## config.mk

```make
export PLATFORM = sky130hd
export DESIGN_NAME = usb_rx_packet_writer
export DESIGN_NICKNAME = d
export VERILOG_FILES = /design/src/rtl/usb_rx_packet_writer.sv
export SDC_FILE = /design/constraint.sdc
export NUM_CORES = 1
export LEC_CHECK = 0
export ABC_AREA = 1
export CORE_ASPECT_RATIO = 1.5
export CORE_MARGIN = 2
export CORE_UTILIZATION = 30
export DETAILED_ROUTE_END_ITERATION = 12
export SLEW_MARGIN = 40
export SYNTH_ARGS = -nofsm -noshare
export SYNTH_HDL_FRONTEND = slang
export SYNTH_SLANG_ARGS = --single-unit
```

## constraint.sdc

```tcl
create_clock -name clk48 -period 2.1 [get_ports clk48]
set_clock_uncertainty 0.1 [all_clocks]
set_input_delay 0.42 -clock clk48 [delete_from_list [all_inputs] [get_ports clk48]]
set_output_delay 0.42 -clock clk48 [all_outputs]
set_load 0.005 [all_outputs]
```

## src/rtl/usb_rx_packet_writer.sv

```systemverilog
// Purpose : validate an incoming USB DATA0/DATA1 packet, pack its bytes little-endian into 32-bit words, write them to the packet buffer.
// Latency : a word is written 1 cycle after its 4th byte; got_usb_packet follows the end of packet by 2-3 cycles.
// Backpressure: none on the byte stream; while usb_packet_ready=1 (core owns buffer) whole packets are dropped.
//
// Ports:
//   clk48, reset_n                      clock and asynchronous active-low reset
//   rx_packet_start / rx_packet_end     SYNC / EOP pulses from the receive front end
//   rx_byte, rx_byte_valid, rx_error    decoded byte stream and abort indication
//   usb_packet_ready                    core currently owns the packet buffer
//   usb_packet_buffer_*                 word write port into the packet buffer
//   got_usb_packet, usb_data_length     accepted-packet pulse and payload length (held until next accept)
//
// Optional feature macro: USB_RX_CRC_CHECK_EN -- when defined, the CRC16 residual gates acceptance;
// when undefined no CRC logic is built and any packet with at least 2 bytes after the PID is accepted.
module usb_rx_packet_writer #(
    parameter int BUFFER_BYTES = 1024,
    parameter int LENGTH_WIDTH = 10
) (
    input  logic                                  clk48,
    input  logic                                  reset_n,
    input  logic                                  rx_packet_start,
    input  logic [7:0]                            rx_byte,
    input  logic                                  rx_byte_valid,
    input  logic                                  rx_packet_end,
    input  logic                                  rx_error,
    input  logic                                  usb_packet_ready,
    output logic [$clog2(BUFFER_BYTES/4)-1:0]     usb_packet_buffer_address,
    output logic [31:0]                           usb_packet_buffer_write_value,
    output logic                                  write_to_usb_packet_buffer,
    output logic                                  got_usb_packet,
    output logic [LENGTH_WIDTH-1:0]               usb_data_length
);

    localparam int ADDR_W = $clog2(BUFFER_BYTES/4);
    // One extra bit so the count can reach BUFFER_BYTES exactly.
    localparam int CNT_W  = $clog2(BUFFER_BYTES) + 1;
    localparam logic [CNT_W-1:0] FULL_COUNT = CNT_W'(BUFFER_BYTES);

    typedef enum logic [2:0] {
        S_IDLE,
        S_IGNORE,
        S_PID,
        S_DATA,
        S_FLUSH,
        S_CHECK
    } state_t;

    state_t           state, state_nxt;
    logic [CNT_W-1:0] byte_cnt;
    // Lanes 0..2 of the word being built; lane 3 goes straight into the write value.
    logic [23:0]      acc;
    logic             pid_ok;
    logic             crc_ok;
    logic             byte_take;
    logic             flush_take;
    logic             accept;

    // PID check nibble must be the complement of the type nibble; only DATA0/DATA1 carry payload.
    assign pid_ok = (rx_byte[7:4] == ~rx_byte[3:0]) &&
                    ((rx_byte[3:0] == 4'b0011) || (rx_byte[3:0] == 4'b1011));

`ifdef USB_RX_CRC_CHECK_EN
    logic [15:0] crc;

    // Reflected CRC16 (poly 0xA001), one byte LSB first.
    function automatic logic [15:0] crc16_byte(input logic [15:0] c, input logic [7:0] b);
        logic [15:0] r;
        r = c;
        for (int i = 0; i < 8; i++) begin
            if (r[0] ^ b[i]) r = (r >> 1) ^ 16'hA001;
            else             r = r >> 1;
        end
        return r;
    endfunction

    // Running over data plus its transmitted (inverted) CRC leaves this fixed residual.
    assign crc_ok = (crc == 16'hB001);
`else
    assign crc_ok = 1'b1;
`endif

    always_comb begin
        state_nxt = state;
        if (rx_packet_start) begin
            state_nxt = usb_packet_ready ? S_IGNORE : S_PID;
        end else begin
            case (state)
                S_IDLE:   state_nxt = S_IDLE;
                S_IGNORE: if (rx_packet_end || rx_error) state_nxt = S_IDLE;
                S_PID: begin
                    if (rx_error || rx_packet_end) state_nxt = S_IDLE;
                    else if (rx_byte_valid)        state_nxt = pid_ok ? S_DATA : S_IGNORE;
                end
                S_DATA: begin
                    if (rx_error)                                     state_nxt = S_IDLE;
                    else if (rx_byte_valid && byte_cnt == FULL_COUNT) state_nxt = S_IGNORE;
                    else if (rx_packet_end)
                        state_nxt = (byte_cnt[1:0] != 2'd0) ? S_FLUSH : S_CHECK;
                end
                S_FLUSH:  state_nxt = rx_error ? S_IDLE : S_CHECK;
                S_CHECK:  state_nxt = S_IDLE;
                default:  state_nxt = S_IDLE;
            endcase
        end
    end

    // Datapath actions only fire on the transitions that keep the packet alive,
    // so a restart or abort in the same cycle suppresses them.
    assign byte_take  = (state == S_DATA) && (state_nxt == S_DATA) && rx_byte_valid;
    assign flush_take = (state == S_FLUSH) && (state_nxt == S_CHECK);
    assign accept     = (state == S_CHECK) && (state_nxt == S_IDLE) &&
                        (byte_cnt >= CNT_W'(2)) && crc_ok;

    always_ff @(posedge clk48 or negedge reset_n) begin
        if (!reset_n) begin
            state <= S_IDLE;
        end else begin
            state <= state_nxt;
        end
    end

    always_ff @(posedge clk48 or negedge reset_n) begin
        if (!reset_n) begin
            byte_cnt                      <= '0;
            acc                           <= '0;
            usb_packet_buffer_address     <= '0;
            usb_packet_buffer_write_value <= '0;
            write_to_usb_packet_buffer    <= 1'b0;
            got_usb_packet                <= 1'b0;
            usb_data_length               <= '0;
`ifdef USB_RX_CRC_CHECK_EN
            crc                           <= '0;
`endif
        end else begin
            write_to_usb_packet_buffer <= 1'b0;
            got_usb_packet             <= 1'b0;

            if ((state == S_PID) && (state_nxt == S_DATA)) begin
                byte_cnt <= '0;
                acc      <= '0;
`ifdef USB_RX_CRC_CHECK_EN
                crc      <= 16'hFFFF;
`endif
            end

            if (byte_take) begin
                case (byte_cnt[1:0])
                    2'd0: acc[7:0]   <= rx_byte;
                    2'd1: acc[15:8]  <= rx_byte;
                    2'd2: acc[23:16] <= rx_byte;
                    default: begin
                        write_to_usb_packet_buffer    <= 1'b1;
                        usb_packet_buffer_address     <= byte_cnt[ADDR_W+1:2];
                        usb_packet_buffer_write_value <= {rx_byte, acc};
                        acc                           <= '0;
                    end
                endcase
                byte_cnt <= byte_cnt + CNT_W'(1);
`ifdef USB_RX_CRC_CHECK_EN
                crc      <= crc16_byte(crc, rx_byte);
`endif
            end

            // Unfilled lanes are already zero because the accumulator is cleared per word.
            if (flush_take) begin
                write_to_usb_packet_buffer    <= 1'b1;
                usb_packet_buffer_address     <= byte_cnt[ADDR_W+1:2];
                usb_packet_buffer_write_value <= {8'h00, acc};
                acc                           <= '0;
            end

            // The two CRC bytes are stored but not reported in the length.
            if (accept) begin
                got_usb_packet  <= 1'b1;
                usb_data_length <= LENGTH_WIDTH'(byte_cnt - CNT_W'(2));
            end
        end
    end

endmodule

```

==> run summary <==
The run finished, with violations left. The checks that failed: negative setup slack. The first-pass GRT wire length came out at 22700 um.

The synthesized instance count came out at 647. For this design the ratio of total power to cell area is 631.8 nW/um2. In this design, the stage delay of the slowest critical-path cell is 390 ps. The routed wirelength normalized by instance count is 14.33 um. The number of global-route vias before repair came out at 4445. The post-synthesis instance area came out at 4860 um2. The number of cells traversed by the worst register-to-register path came out at 16. The worst hold path begins at acc[1]$_DFF_PN0_. Across the run, the number of max-cap violations was 0.

Broken down by cell family, the worst path's largest delay share belongs to simple AND/OR/NAND/NOR gates. The remaining design rule violation count is 0. The switching share of power is 0.2840. In this run the deepest clock path goes through 2 buffers. Of the total synthesized cell area, the portion taken by AND, OR, NAND and NOR gates is 0.3710. The number of warning messages in the yosys log came out at 0. The number of synthesized flops with an enable pin came out at 0. The share of power burned in registers came out at 0.411. The initial antenna violation count came out at 0. The signal on the critical path passes through inv_2, ha_4, nand2_4, nor2_4, nand2_1, nand2_1, nand2_1, nand3_1, nand2_2, buf_4, nand3_4, nand2_4, nand2_8, buf_12, nand2_1, nor2_2. Of the post-synthesis cell area, the part taken by muxes is 0. The biggest area contributor in the post-synthesis netlist is sky130_fd_sc_hd__dfrtp_1.

After synthesis, the largest family of logic cells by area is simple AND/OR/NAND/NOR gates. STA classifies the critical path startpoint as a flop. Buffers inserted during clock tree synthesis total 9.

The floorplan step defined a core boundary enclosing 16050 um2. The filler-free cell count of the finished design is 993. The shortest period the worst path allows is 2185 ps. The startpoint of the worst register-to-register path is byte_cnt[1]$_DFFE_PN0P_. The worst setup path is captured at a flop. Data arrives at the worst endpoint at 2360 ps. The post-route clock period utilization came out at 1.040. The routing usage on met3 is 0.02286.

IR analysis of the VDD net gives a maximum drop of 391.9 uV. The internal power is 0.003218 W. The layer flagged by global routing as most heavily used is met2. Row generation in the floorplan step produced 57 rows. Counting every sink on the clock net gives 90. The clock transition at the registers of the reported paths is 60 ps. In the global route stage, overall resource usage came out at 0.1668. The most critical setup path has its startpoint at byte_cnt[1]$_DFFE_PN0P_. The final setup violation count is 64. The post-synthesis register bit count is 90. The number of search-and-repair iterations in the first detailed-routing pass is 5. Setup repair after global routing could not meet its margin everywhere. In the synthesized netlist the dominant register cell turns out to be sky130_fd_sc_hd__dfrtp_1.

The post-synth net total is 668. The power after layout came out at 0.004495 W. The detailed router placed 4595 vias in this run.

The worst-path maximum fanout is 19. The met2 global-route usage is 0.2847. After routing, the total negative slack on setup checks comes to -2396 ps. The number of nets with antenna violations after routing came out at 0. The HPWL after detailed placement came out at 9489 um. Dividing the detail-routed via count by the number of cells gives 4.627.

The final-report hold violation count is 0. The net load switching power is 0.001276 W. The routability congestion estimate came out at 0.8465. Leaving out fill and tap cells, the most frequent cell in the layout is sky130_fd_sc_hd__nand2_1. The top cell types in the final layout, fill and taps aside, are 219 x sky130_fd_sc_hd__nand2_1, 90 x sky130_fd_sc_hd__dfrtp_1, 64 x sky130_fd_sc_hd__inv_1. The clock latency at the later pin of the worst-skew pair is 350 ps. The clock tree from TritonCTS is built. The tree is rooted in a sky130_fd_sc_hd__clkbuf_16. The classification of the worst-slack hold path is reg -> reg. The relative slew slack came out at 0.6150. The slack of the worst reg-to-reg path came out at -80 ps. The cell that appears most often on the critical path is sky130_fd_sc_hd__nand2_1. The remaining global-route overflow is 0. The relative area change from synthesis to final layout came out at 46.40%. The repair_antennas step left the layout with diodes totalling 0. The depth of the CTS H-tree is 3. The number of different library cells used by synthesis comes to 28. The average footprint of a synthesized cell is 7.511 um2. The fmax came out at 457.7 MHz. The die footprint came out at 17250 um2. The part of the total power dissipated in the clock network is 0.382. The share of synthesized area occupied by flip-flops and latches is 0.4634. The fraction of registers with async set or reset after synthesis is 1.000. Of the total synthesized cell area, the portion taken by full adders, half adders and majority gates is 0.01545.

The die is 159.9 um tall. The floorplan die width is 107.9 um. The endpoint identified for the worst register-to-register timing path is acc[6]$_DFF_PN0_. The net count of the finished layout is 803. For the pin with the worst max-slew slack, the measured transition is 575.4 ps. By area the synthesized netlist is led by sky130_fd_sc_hd__dfrtp_1 46%, sky130_fd_sc_hd__nand2_1 20%, sky130_fd_sc_hd__inv_1 5.6%. The complex-gate fraction of the synthesized area is 0.02703. The data required time at the worst endpoint is 2280 ps. The fill cell instance count of the final layout is 1589.

The met1 track demand over resource in global routing is 0.2117. The critical path contains buffers and inverters numbering 3 combined. The DRC marker count from the first detailed-route iteration came out at 308. The wire length reported by the detailed router came out at 14230 um. The pin count of the biggest net entering global routing is 46. By startpoint and endpoint, the worst setup path is classified as reg -> reg. The initial standard-cell utilization of the core is 0.3028. The number of max-slew violations in the final report came out at 0. The xor/xnor share of the synthesized area is 0.01982. Counting instances, the worst hold path has a depth of 2. On the critical path, the stage with the largest delay is an instance of sky130_fd_sc_hd__dfrtp_1. The leakage power summed over all cells is 3.743 nW.

The final worst slack is -84.65 ps. The power share of the combinational group is 0.208. The worst hold slack across all endpoints came out at 361.5 ps. The top-area cell type share of the netlist area came out at 0.4634. In the final layout, the share of cells above drive strength 1 is 0.2478. The total I/O pin count came out at 67.

The endpoint of the worst hold-timing path is usb_packet_buffer_write_value[1]$_DFFE_PN0P_. The cell total after placement came out at 961. The number of I/O port buffers is 66.
[worst max path at each step]
stage                     depth (start not counted)                                            end  slack (ps)
final                                            16                               acc[6]$_DFF_PN0_         -80
after global routing                             16                               acc[6]$_DFF_PN0_        -200
after CTS                                        17                              acc[22]$_DFF_PN0_         -20
after detailed placement                         12  usb_packet_buffer_write_value[15]$_DFFE_PN0P_        -440
after global placement                           14  usb_packet_buffer_write_value[30]$_DFFE_PN0P_        -390
after floorplan                                  16       usb_packet_buffer_address[1]$_DFFE_PN0P_          30
[layer usage]
layer	vias up	share of wire	wire length [um]
met4	0	0.026	363
met5	-	0	0
met2	120	0.52	7438
li1	2302	-	-
met1	2145	0.42	5984
met3	28	0.031	440
[power by group through the flow]
stage | Clock, W | Combinational, W | Sequential [W]
CTS | 0.00174 | 0.000879 | 0.00184
global route | 0.00181 | 0.00102 | 0.00186
floorplan | 0 | 0.000393 | 0.00190
global placement | 0 | 0.000823 | 0.00187
finish | 0.00172 | 0.000933 | 0.00185
detailed placement | 0 | 0.000828 | 0.00187
[Yosys cell counts, types with 2 or more instances]
library cell / n
sky130_fd_sc_hd__nor2_2: 2
sky130_fd_sc_hd__nand2_1: 262
sky130_fd_sc_hd__xor2_1: 10
sky130_fd_sc_hd__nand4_1: 43
sky130_fd_sc_hd__nor3_1: 3
sky130_fd_sc_hd__nor2_1: 51
sky130_fd_sc_hd__ha_1: 6
sky130_fd_sc_hd__nand3_1: 32
sky130_fd_sc_hd__buf_2: 11
sky130_fd_sc_hd__o22ai_1: 6
sky130_fd_sc_hd__a21oi_1: 4
sky130_fd_sc_hd__inv_1: 73
sky130_fd_sc_hd__dfrtp_1: 90
sky130_fd_sc_hd__o21ai_0: 13
sky130_fd_sc_hd__nor4_1: 3
sky130_fd_sc_hd__inv_2: 5
sky130_fd_sc_hd__nand3_2: 4
sky130_fd_sc_hd__clkbuf_1: 7
sky130_fd_sc_hd__nand2_4: 3
sky130_fd_sc_hd__buf_6: 11
[registers in the layout (all words and copies together), names as in the netlist]
signal and cells:
write_to_usb_packet_buffer 1, usb_packet_buffer_address 8, state 3, byte_cnt 11, acc 24, got_usb_packet 1, usb_data_length 10, usb_packet_buffer_write_value 32
[worst reg2reg max path: stages, from the launching register on]
cell                      delay (ps)
sky130_fd_sc_hd__dfrtp_1         390
sky130_fd_sc_hd__inv_2            80
sky130_fd_sc_hd__ha_4            160
sky130_fd_sc_hd__nand2_4          50
sky130_fd_sc_hd__nor2_4          120
sky130_fd_sc_hd__nand2_1          70
sky130_fd_sc_hd__nand2_1          80
sky130_fd_sc_hd__nand2_1          70
sky130_fd_sc_hd__nand3_1          90
sky130_fd_sc_hd__nand2_2          70
sky130_fd_sc_hd__buf_4           160
sky130_fd_sc_hd__nand3_4         100
sky130_fd_sc_hd__nand2_4          70
sky130_fd_sc_hd__nand2_8         140
sky130_fd_sc_hd__buf_12          170
sky130_fd_sc_hd__nand2_1          90
sky130_fd_sc_hd__nor2_2          100
[cell families (layout without fill, tap and decap cells)]
logic type      Yosys count  in the layout
compound gates           24             24
fa+ha+maj                 6              6
xor+xnor                 11             11
flops                    90             90
simple gates            408            408
buf+inv                 108            248
[what timing repair did]
item	in CTS	in global routing
setup buffers	6	3
gates cloned	3	4
gates resized for setup	32	73
hold buffers	1	0
setup endpoints to repair	76	87
endpoints found under the hold margin	24	0
pin swaps	6	17
[layout make-up]
type | instances | area (um2) | share of cell area
clock buffers | 13 | 270.3 | 0.03799
repair buffers | 154 | 1610 | 0.2263
clock inverters | 3 | 46.29 | 0.006507
well taps | 206 | 257.7 | 0.03623
inverters | 78 | 292.8 | 0.04115
flip-flops and latches | 90 | 2252 | 0.3166
multi-input cells | 449 | 2385 | 0.3352
[through the flow]
step	worst slack (ps)	area [um2]	util
4_1_cts	-21.27	6780	0.4225
2_1_floorplan	28.14	4860	-
6_report	-84.65	7114	0.4434
5_1_grt	-195.5	7114	0.4434
3_3_place_gp	-391.8	6207	0.3868
3_5_place_dp	-437.8	6207	0.3868
No activity file was read; power rests on OpenSTA's default activity.
